File: src/rtl/riscv_pkg.sv
// Shared definitions for the program-counter sequencer: FSM state encoding,
// branch condition codes and the sequential PC increment.
package riscv_pkg;

  typedef enum logic [2:0] {
    ST_RESET  = 3'd0,
    ST_FETCH  = 3'd1,
    ST_ISSUE  = 3'd2,
    ST_EXEC   = 3'd3,
    ST_HALTED = 3'd4
  } state_t;

  localparam logic [2:0] F3_BEQ = 3'b000;
  localparam logic [2:0] F3_BNE = 3'b001;
  localparam logic [2:0] F3_BLT = 3'b100;
  localparam logic [2:0] F3_BGE = 3'b101;

  localparam int unsigned PC_STEP = 4;

endpackage

File: src/rtl/pc_sequencer_if.sv
// Instruction-fetch handshake between the sequencer (master) and instruction
// memory (slave).
interface pc_sequencer_if #(
  parameter int BITSIZE = 32
);
  logic               imem_req;
  logic [BITSIZE-1:0] imem_addr;
  logic               imem_ready;
  logic [31:0]        imem_instr;

  modport master (
    output imem_req,
    output imem_addr,
    input  imem_ready,
    input  imem_instr
  );

  modport slave (
    input  imem_req,
    input  imem_addr,
    output imem_ready,
    output imem_instr
  );
endinterface

File: src/rtl/pc_sequencer_branch_resolve.sv
// Combinational next-PC selection: jump beats a taken branch, which beats the
// sequential step. Also flags a target that is not word aligned.
module branch_resolve
  import riscv_pkg::*;
#(
  parameter int BITSIZE = 32
) (
  input  logic                      branch,
  input  logic                      jump,
  input  logic [2:0]                funct3,
  input  logic                      zero_flag,
  input  logic                      n,
  input  logic        [BITSIZE-1:0] pc,
  input  logic signed [BITSIZE-1:0] imm,
  input  logic        [BITSIZE-1:0] jump_target,
  output logic        [BITSIZE-1:0] next_pc,
  output logic                      take,
  output logic                      misaligned
);

  logic cond;

  always_comb begin
    cond = 1'b0;
    case (funct3)
      F3_BEQ:  cond = zero_flag;
      F3_BNE:  cond = !zero_flag;
      F3_BLT:  cond = n;
      F3_BGE:  cond = !n;
      default: cond = 1'b0;
    endcase
  end

  // Additions wrap modulo 2^BITSIZE by construction of the fixed-width sum.
  always_comb begin
    take    = 1'b0;
    next_pc = pc + BITSIZE'(PC_STEP);
    if (jump) begin
      take    = 1'b1;
      next_pc = jump_target;
    end else if (branch && cond) begin
      take    = 1'b1;
      next_pc = pc + $unsigned(imm);
    end
  end

  assign misaligned = (next_pc[1:0] != 2'b00);

endmodule

File: src/rtl/pc_sequencer.sv
// Multi-cycle PC sequencer: fetches one instruction, issues it, waits for
// execute to finish, then selects and loads the next PC.
module pc_sequencer
  import riscv_pkg::*;
#(
  parameter int                 BITSIZE  = 32,
  parameter logic [BITSIZE-1:0] RESET_PC = '0
) (
  input  logic                clk,
  input  logic                rst,
  pc_sequencer_if.master      imem,
  output logic                instr_valid,
  output logic [31:0]         instr,
  output logic [BITSIZE-1:0]  pc_cur,
  input  logic                exec_done,
  input  logic                branch,
  input  logic [2:0]          funct3,
  input  logic                zero_flag,
  input  logic                n,
  input  logic [BITSIZE-1:0]  imm,
  input  logic                jump,
  input  logic [BITSIZE-1:0]  jump_target,
  input  logic                halt,
  output logic                taken,
  output logic                fault,
  output logic                halted,
  output logic [31:0]         retired
);

  state_t             state, state_nxt;
  logic               capture;
  logic               complete;
  logic [BITSIZE-1:0] next_pc;
  logic               take;
  logic               misaligned;

  branch_resolve #(
    .BITSIZE (BITSIZE)
  ) u_resolve (
    .branch      (branch),
    .jump        (jump),
    .funct3      (funct3),
    .zero_flag   (zero_flag),
    .n           (n),
    .pc          (pc_cur),
    .imm         (imm),
    .jump_target (jump_target),
    .next_pc     (next_pc),
    .take        (take),
    .misaligned  (misaligned)
  );

  always_ff @(posedge clk) begin
    if (rst) begin
      state <= ST_RESET;
    end else begin
      state <= state_nxt;
    end
  end

  always_comb begin
    state_nxt = state;
    capture   = 1'b0;
    complete  = 1'b0;
    case (state)
      ST_RESET: state_nxt = ST_FETCH;
      ST_FETCH: begin
        if (imem.imem_ready) begin
          capture   = 1'b1;
          state_nxt = ST_ISSUE;
        end
      end
      ST_ISSUE: state_nxt = ST_EXEC;
      ST_EXEC: begin
        if (exec_done) begin
          complete  = 1'b1;
          state_nxt = (misaligned || halt) ? ST_HALTED : ST_FETCH;
        end
      end
      ST_HALTED: state_nxt = ST_HALTED;
      default:   state_nxt = ST_RESET;
    endcase
  end

  // A misaligned target retires the instruction but leaves the PC where it was.
  always_ff @(posedge clk) begin
    if (rst) begin
      pc_cur  <= RESET_PC;
      instr   <= '0;
      taken   <= 1'b0;
      fault   <= 1'b0;
      retired <= '0;
    end else begin
      taken <= complete && take;
      if (capture) begin
        instr <= imem.imem_instr;
      end
      if (complete) begin
        retired <= retired + 32'd1;
        if (misaligned) begin
          fault <= 1'b1;
        end else begin
          pc_cur <= next_pc;
        end
      end
    end
  end

  assign imem.imem_req  = (state == ST_FETCH);
  assign imem.imem_addr = pc_cur;
  assign instr_valid    = (state == ST_ISSUE);
  assign halted         = (state == ST_HALTED);

endmodule
File: src/flat_wrapper.sv
// flat-port wrapper written by rule: the top's interface ports become plain ports
module pc_sequencer_flat import riscv_pkg::*;
#(
  parameter int                 BITSIZE  = 32,
  parameter logic [BITSIZE-1:0] RESET_PC = '0
)
  (clk, rst, instr_valid, instr, pc_cur, exec_done, branch, funct3, zero_flag, n, imm, jump, jump_target, halt, taken, fault, halted, retired, imem_imem_req, imem_imem_addr, imem_imem_ready, imem_imem_instr);
  pc_sequencer_if #(.BITSIZE(BITSIZE)) imem_i ();
  input  logic clk;
  input  logic rst;
  output logic instr_valid;
  output logic [31:0] instr;
  output logic [BITSIZE-1:0] pc_cur;
  input  logic exec_done;
  input  logic branch;
  input  logic [2:0] funct3;
  input  logic zero_flag;
  input  logic n;
  input  logic [BITSIZE-1:0] imm;
  input  logic jump;
  input  logic [BITSIZE-1:0] jump_target;
  input  logic halt;
  output logic taken;
  output logic fault;
  output logic halted;
  output logic [31:0] retired;
  output wire logic [$bits(imem_i.imem_req)-1:0] imem_imem_req;
  output wire logic [$bits(imem_i.imem_addr)-1:0] imem_imem_addr;
  input wire logic [$bits(imem_i.imem_ready)-1:0] imem_imem_ready;
  input wire logic [$bits(imem_i.imem_instr)-1:0] imem_imem_instr;
  assign imem_imem_req = imem_i.imem_req;
  assign imem_imem_addr = imem_i.imem_addr;
  assign imem_i.imem_ready = imem_imem_ready;
  assign imem_i.imem_instr = imem_imem_instr;
  pc_sequencer #(.BITSIZE(BITSIZE), .RESET_PC(RESET_PC)) u_core (.clk(clk), .rst(rst), .imem(imem_i), .instr_valid(instr_valid), .instr(instr), .pc_cur(pc_cur), .exec_done(exec_done), .branch(branch), .funct3(funct3), .zero_flag(zero_flag), .n(n), .imm(imm), .jump(jump), .jump_target(jump_target), .halt(halt), .taken(taken), .fault(fault), .halted(halted), .retired(retired));
endmodule
File: config.mk
export PLATFORM = sky130hd
export DESIGN_NAME = pc_sequencer_flat
export DESIGN_NICKNAME = d
export VERILOG_FILES = /design/src/rtl/riscv_pkg.sv /design/src/rtl/pc_sequencer_if.sv /design/src/rtl/pc_sequencer_branch_resolve.sv /design/src/rtl/pc_sequencer.sv /design/src/flat_wrapper.sv
export SDC_FILE = /design/constraint.sdc
export NUM_CORES = 1
export LEC_CHECK = 0
export ABC_AREA = 1
export CORE_MARGIN = 2
export CORE_UTILIZATION = 35
export CTS_BUF_LIST = sky130_fd_sc_hd__clkbuf_4
export DETAILED_ROUTE_END_ITERATION = 8
export GPL_TIMING_DRIVEN = 1
export PLACE_DENSITY_LB_ADDON = 0.05
export SKIP_LAST_GASP = 1
export SLEW_MARGIN = 10
export SYNTH_ARGS = -nofsm -noshare
export SYNTH_HDL_FRONTEND = slang
export SYNTH_HIERARCHICAL = 1
export SYNTH_SLANG_ARGS = --single-unit
File: constraint.sdc
create_clock -name clk -period 2.1 [get_ports clk]
set_clock_uncertainty 0.05 [all_clocks]
set_input_delay 0.42 -clock clk [delete_from_list [all_inputs] [get_ports clk]]
set_output_delay 0.42 -clock clk [all_outputs]
set_load 0.1 [all_outputs]
== Word-level counts from Yosys, hierarchy flattened ==
Cells that the tools add are included.

* Logic and storage cells: 43
* Flip-flop bits (word level): 101
* Input port bits: 108
* Output and inout port bits: 133

* Bitwise gates (word level): 1
* Mux-type cells: 13
* $add $sub $neg: 3
* Reductions and logical operators: 11
* Equal/unequal tests: 9

{| class="wikitable"
|+ Operators by type and width
! kind !! count
|-
| $mux 32 || 2
|-
| $add 32x1->32 const B || 1
|-
| $add 32x3->32 const B || 1
|-
| $add 32x32->32 || 1
|-
| $pmux 3 s5 || 1
|-
| $eq 3x3->1 const B || 3
|-
| $mux 3 || 3
|-
| $eq 3x1->1 const B || 2
|-
| $eq 3x2->1 const B || 2
|-
| $logic_not 3->1 || 2
|-
| $mux 1 || 6
|-
| $reduce_and 2->1 || 3
|-
| $pmux 1 s4 || 1
|-
| $logic_and 1x1->1 || 2
|-
| $logic_not 1->1 || 2
|-
| $ne 2x1->1 const B || 1
|-
| $ne 2x2->1 const B || 1
|-
| $reduce_bool 2->1 || 1
|-
| $logic_or 1x1->1 || 1
|-
| $not 1->1 || 1
|}

== Logic depth before layout (Yosys ltp) ==
* Word-level depth: 10
* Depth in mapped cells: 14
* Gate-level depth less buffers: 14

== By module ==
The synthesis kept the hierarchy.

{| class="wikitable"
|+ Modules (own cells, without submodules)
! module !! seq. area each (µm²) !! instances !! cells each !! area each (µm²)
|-
| pc_sequencer || 2021.9 || 1 || 641 || 4583.1
|-
| branch_resolve || 0.0 || 1 || 836 || 3940.0
|}

== Worst setup path before layout ==
OpenSTA, ideal clock, no wires.

* Kind: reg-to-reg
* From: register u_core.state[2]
* To: register u_core.state[2]
* Setup time: 74 ps
* Arrival time: 3031 ps
* Path slack: -1055 ps
* Buffers on the path: 0
* Period minus slack after synthesis: 3155 ps
* Cell stages (with the launch flop): 5
* Data required time: 1976 ps
* Cells stage by stage: dfxtp_1 -> inv_2 -> nor3_1 -> o21ai_0 -> nor2_1

* Elaborated cells between the ends (all ways): 9
* Classes of those cells: 6 x eq/ne; 1 x mux; 2 x reduce/logical

{| class="wikitable"
|+ RTL lines
! element !! line !! source
|-
| from (decl) || pc_sequencer.sv:30 || <nowiki>state_t state, state_nxt;</nowiki>
|-
| from (signal assigned) || pc_sequencer.sv:57 || <nowiki>state <= state_nxt;</nowiki>
|-
| $eq 3x3->1 || -- ||
|-
| named net halted || flat_wrapper.sv:25 || <nowiki>output logic halted;</nowiki>
|-
| $pmux 3 s5 || pc_sequencer.sv:65 || <nowiki>case (state)</nowiki>
|}

The timed path passes the listed nets, and every way through them passes these cells.
A chain may end at the register's enable or synchronous reset.

== Worst setup path in the final report ==
* From: input port imm[0]
* To: register u_core.pc_cur[27] (netlist: u_core/imem.imem_addr[27])

* Word-level cells in the longest chain between the ends: 6

{| class="wikitable"
|+ RTL lines
! element !! line !! source
|-
| from (decl) || flat_wrapper.sv:19 || <nowiki>input logic [BITSIZE-1:0] imm;</nowiki>
|-
| $add 32x32->32 || pc_sequencer_branch_resolve.sv:43 || <nowiki>next_pc = pc + $unsigned(imm);</nowiki>
|-
| $mux 32 || pc_sequencer_branch_resolve.sv:41 || <nowiki>end else if (branch && cond) begin</nowiki>
|-
| $mux 32 || pc_sequencer_branch_resolve.sv:38 || <nowiki>if (jump) begin</nowiki>
|-
| $reduce_bool 2->1 || pc_sequencer_branch_resolve.sv:47 || <nowiki>assign misaligned = (next_pc[1:0] != 2'b00);</nowiki>
|-
| named net u_core.misaligned || pc_sequencer.sv:35 || <nowiki>logic misaligned;</nowiki>
|-
| $not 1->1 (no line) || -- ||
|-
| $reduce_and 2->1 (no line) || -- ||
|-
| to (signal assigned) || pc_sequencer.sv:103 || <nowiki>pc_cur <= next_pc;</nowiki>
|-
| to (decl) || pc_sequencer.sv:14 || <nowiki>output logic [BITSIZE-1:0] pc_cur,</nowiki>
|}

The timed path passes the listed nets, and every way through them passes these cells.

==> parameters.txt <==
Parameter                              Value

STA
  Minimum clock period ... roughly 2.3 ns
  FMAX ... roughly 0.43 GHz
  Final Hold Slack ... approximately 0.44 ns
  Final Slew Violations ... 0
  Fin crit share ... 112%
  Total count of hold-check failures in the final report ... 0
  Worst slew margin relative to its limit ... about two thirds
  Unrepaired setup endpoints after global routing ... true
  Setup Viol. Count Final ... 34
  Slew at the pin closest to its max-slew limit ... 0.481 ns
  Setup TNS ... -7.32 ns
  Fin worst setup slack ... -0.244 ns

Pwr
  Maximum vdd ir drop ... between 400 and 500 uV
  Static Leakage ... approximately 6 nW
  Power density over cell area ... 484 nW/um^2

Critical path
  Critical Path Fanout Max ... 5
  Cell with the largest stage delay on the worst path ... sky130_fd_sc_hd__clkdlybuf4s50_1
  Dominant cell type by count on the critical path ... sky130_fd_sc_hd__nor2_2
  Worst Path Arrival ... approximately 2.7 ns
  Category of the critical setup timing path ... in -> reg
  Cell breakdown of the critical path ... clkdlybuf4s50_1 -> ha_4 -> fa_2 -> inv_2 -> o21ai_2 -> nand2_1 -> o21a_1 -> o211ai_1 -> nor2_2 -> clkinv_4 -> clkbuf_16 -> nor2_2 -> nor2_1
  Req. time, crit path ... approximately 2.5 ns
  Kind of launch point of the worst setup path ... input pin
  Capturing element type of the critical path ... register
  Crit-path max cell delay ... about 0.5 ns

Clock tree
  TritonCTS clock tree ... done
  Total number of H-tree levels ... 3
  Register clock-pin slew on the reported worst setup and hold paths ... roughly 0.19 ns
  Inserted Clock Buffers ... 9
  # clock sinks ... 101
  Clock latency on the worst-skew pair ... roughly 0.50 ns
  CTS root buf ... sky130_fd_sc_hd__clkbuf_4
  Maximum buffer depth of the clock tree ... 2

Logic synthesis
  Dominant combinational cell family by area after synthesis ... simple AND/OR/NAND/NOR gates
  Area of the mapped netlist ... 8520 sq um
  Post-synthesis sequential area ratio ... 23.7%
  Post-synthesis mux area share ... 0%
  Number of warnings issued by yosys ... 6
  Post-synth top area cell ... sky130_fd_sc_hd__dfxtp_1
  Number of synthesized flops with an enable pin ... 0
  Synthesized-area fraction occupied by xor and xnor cells ... between 2 and 2.5%
  Mean post-synth cell area ... approximately 5.8 sq um
  Most used flip-flop cell after synthesis ... sky130_fd_sc_hd__dfxtp_1
  Post-synthesis async set-or-reset flop share ... 0%
  Number of library cell types mapped by synthesis ... 45
  Fraction of the mapped netlist area in compound gates ... 11.9%
  Number of synthesized register bits ... approximately 100
  Simple-gate share of the synthesized area ... between 40% and 50%
  Top post-synthesis cells by area ... sky130_fd_sc_hd__dfxtp_1, sky130_fd_sc_hd__nand2_1, sky130_fd_sc_hd__nor2_1
  Adder-cell share of the synthesized area ... just over 5%
  Portion of synthesized cell area occupied by the leading cell type ... between 20% and 30%
  Synth Net Count ... between 1500 and 2000
  Count of mapped cells out of synthesis ... approximately 1500

Routing
  Total Wirelength ... between 30000 and 40000 um
  Via count of the routed design ... approximately 10000
  Avg WL per Cell ... approximately 15 um
  Residual antenna-violating net count after detailed routing ... 0
  First-pass iteration count of the detailed router ... 5
  DRC marker count from the first detailed-route iteration ... around 520
  Vias per std cell ... 4.76
  DRC violation count after routing ... 0

Floorplanning
  Die area ... between 20000 and 30000 sq um
  Cell row count ... 57
  Die H ... 160 um
  Core Region ... roughly 24000 sq um
  Die outline width ... 160 um
  Starting density of the core ... between 30% and 40%
  I/O pin total ... ~240

Run status
  Failing checks ... negative setup slack
  Outcome ... finished with violations

Cells and area
  Commonest non-fill, non-tap cell in the layout ... sky130_fd_sc_hd__nand2_1
  Filler cell count ... roughly 2600
  Final cell area excluding filler cells ... between 10000 and 15000 sq um
  Area growth from synthesis to layout ... 42.4%
  Utilization after layout ... 50.4%
  Net count of the finished layout ... 1918
  Proportion of layout cells with a drive suffix above 1 ... 22.9%
  Commonest non-fill, non-tap cells in the layout ... sky130_fd_sc_hd__nand2_1, sky130_fd_sc_hd__nor2_1, sky130_fd_sc_hd__buf_4

Placement
  Detail Placement HPWL ... 25000 um
  Post-DP Area ... 11700 sq um
  Final estimated routing congestion in global placement ... 0.914
  Number of I/O port buffers ... 240

Min path
  Worst min path class ... in -> reg

GRT
  Number of global-route vias before repair ... roughly 9300
  All-layer global routing usage ... 23.7%
  Wire length of the first global-routing pass ... 48500 um
  Number of antenna violations at the first check in global routing ... 2
  Global-route congestion overflow total ... 0
  Pin count of the biggest net entering global routing ... 46

Run
  Max-cap violations ... 0
[final timing paths]
check | startpoint | to | slack [ns] | cells after the start
setup / recovery | imm[0] | u_core/imem.imem_addr[27] | -0.24 | 13
hold / removal | imem_imem_instr[8] | u_core/instr[8] | 0.44 | 3
setup reg to reg | u_core/imem.imem_addr[0] | u_core/imem.imem_addr[27] | -0.23 | 12
hold reg to reg | u_core/retired[6] | u_core/retired[6] | 0.45 | 2
[metal layers]
| metal | routed length, um | up-vias | part of all wire (%) | track usage (%) |
|---|---|---|---|---|
| met3 | 1820 | 31 | 5.8 | 4.13 |
| met4 | 520 | 2 | 1.7 | 5.94 |
| met5 | 13 | - | 0.042 | 0 |
| met2 | 14600 | 265 | 47 | 40.4 |
| met1 | 14300 | 4530 | 46 | 31.0 |
| li1 | - | 5197 | - | - |
[critical path: cells and delay by family]
kind	cells	cell delay (ns)
AOI/OAI and AO/OA	3	0.33
buffers and inverters	4	0.95
and+or+nand+nor	4	0.39
adders and majority gates	2	0.60
[cell type report]
| class | instances | area [sq um] | area share (%) |
|---|---|---|---|
| antenna | 3 | 7.51 | 0.0618 |
| clock buffer | 9 | 67.6 | 0.557 |
| clock inverter | 7 | 70.1 | 0.577 |
| inverter | 208 | 786 | 6.47 |
| multi-input combinational | 1099 | 5460 | 45.0 |
| sequential | 101 | 2110 | 17.4 |
| tap | 324 | 405 | 3.34 |
| timing repair buffer | 357 | 3240 | 26.7 |
[flip-flops by register name, indices dropped and copies added, names as in the netlist]
| register | count |
|---|---|
| u_core/fault | 1 |
| u_core/imem.imem_addr | 32 |
| u_core/instr | 32 |
| u_core/retired | 32 |
| u_core/state | 3 |
| u_core/taken | 1 |
[power breakdown]
group,internal (W),total [W],switching (W),leakage (nW)
Combinational,0.000838,0.00269,0.00185,5.10
Clock,0.000275,0.00106,0.000786,0.0767
Sequential,0.00203,0.00213,0.0000928,0.843
Total,0.00315,0.00588,0.00273,6.02
[cells by family (layout without fill, tap and decap cells)]
| family | Yosys count | in the layout |
|---|---|---|
| AND/OR/NAND/NOR | 852 | 852 |
| other | 0 | 3 |
| XOR/XNOR | 22 | 22 |
| buffers and inverters | 277 | 581 |
| AO/OA/AOI/OAI | 191 | 191 |
| adder cells (fa/ha/maj) | 34 | 34 |
| flip-flops | 101 | 101 |
[metrics by stage]
stage / total power, W / setup slack (ns) / std cells
4_1_cts: 0.00590 / -0.183 / 2102
6_report: 0.00588 / -0.244 / 2108
3_5_place_dp: 0.00481 / -0.724 / 2084
3_3_place_gp: 0.00480 / -0.718 / 2084
5_1_grt: 0.00620 / -0.381 / 2108
2_1_floorplan: 0.00396 / -0.135 / 1477
[timing repair]
item                                    in CTS  in global routing
cloned                                       1                  2
pin swaps                                    7                  8
resized for setup                            8                 73
setup buffers                                2                  2
hold buffers                                 0                  0
endpoints found under the setup margin      34                 37
[Yosys cell counts (9+ instances only)]
cell type                  number
sky130_fd_sc_hd__a21oi_1       78
sky130_fd_sc_hd__o21ai_0       83
sky130_fd_sc_hd__nand2_2        9
sky130_fd_sc_hd__ha_1          33
sky130_fd_sc_hd__nand4_1       16
sky130_fd_sc_hd__buf_4         32
sky130_fd_sc_hd__buf_2         15
sky130_fd_sc_hd__nor2_1       275
sky130_fd_sc_hd__nand3_1       77
sky130_fd_sc_hd__clkbuf_1      16
sky130_fd_sc_hd__nor2_2        16
sky130_fd_sc_hd__inv_1        201
sky130_fd_sc_hd__xor2_1        16
sky130_fd_sc_hd__nor3_1        18
sky130_fd_sc_hd__dfxtp_1      101
sky130_fd_sc_hd__nand2_1      404
sky130_fd_sc_hd__o21ai_1        9
Note: power is estimated with default switching activity, not from simulation.
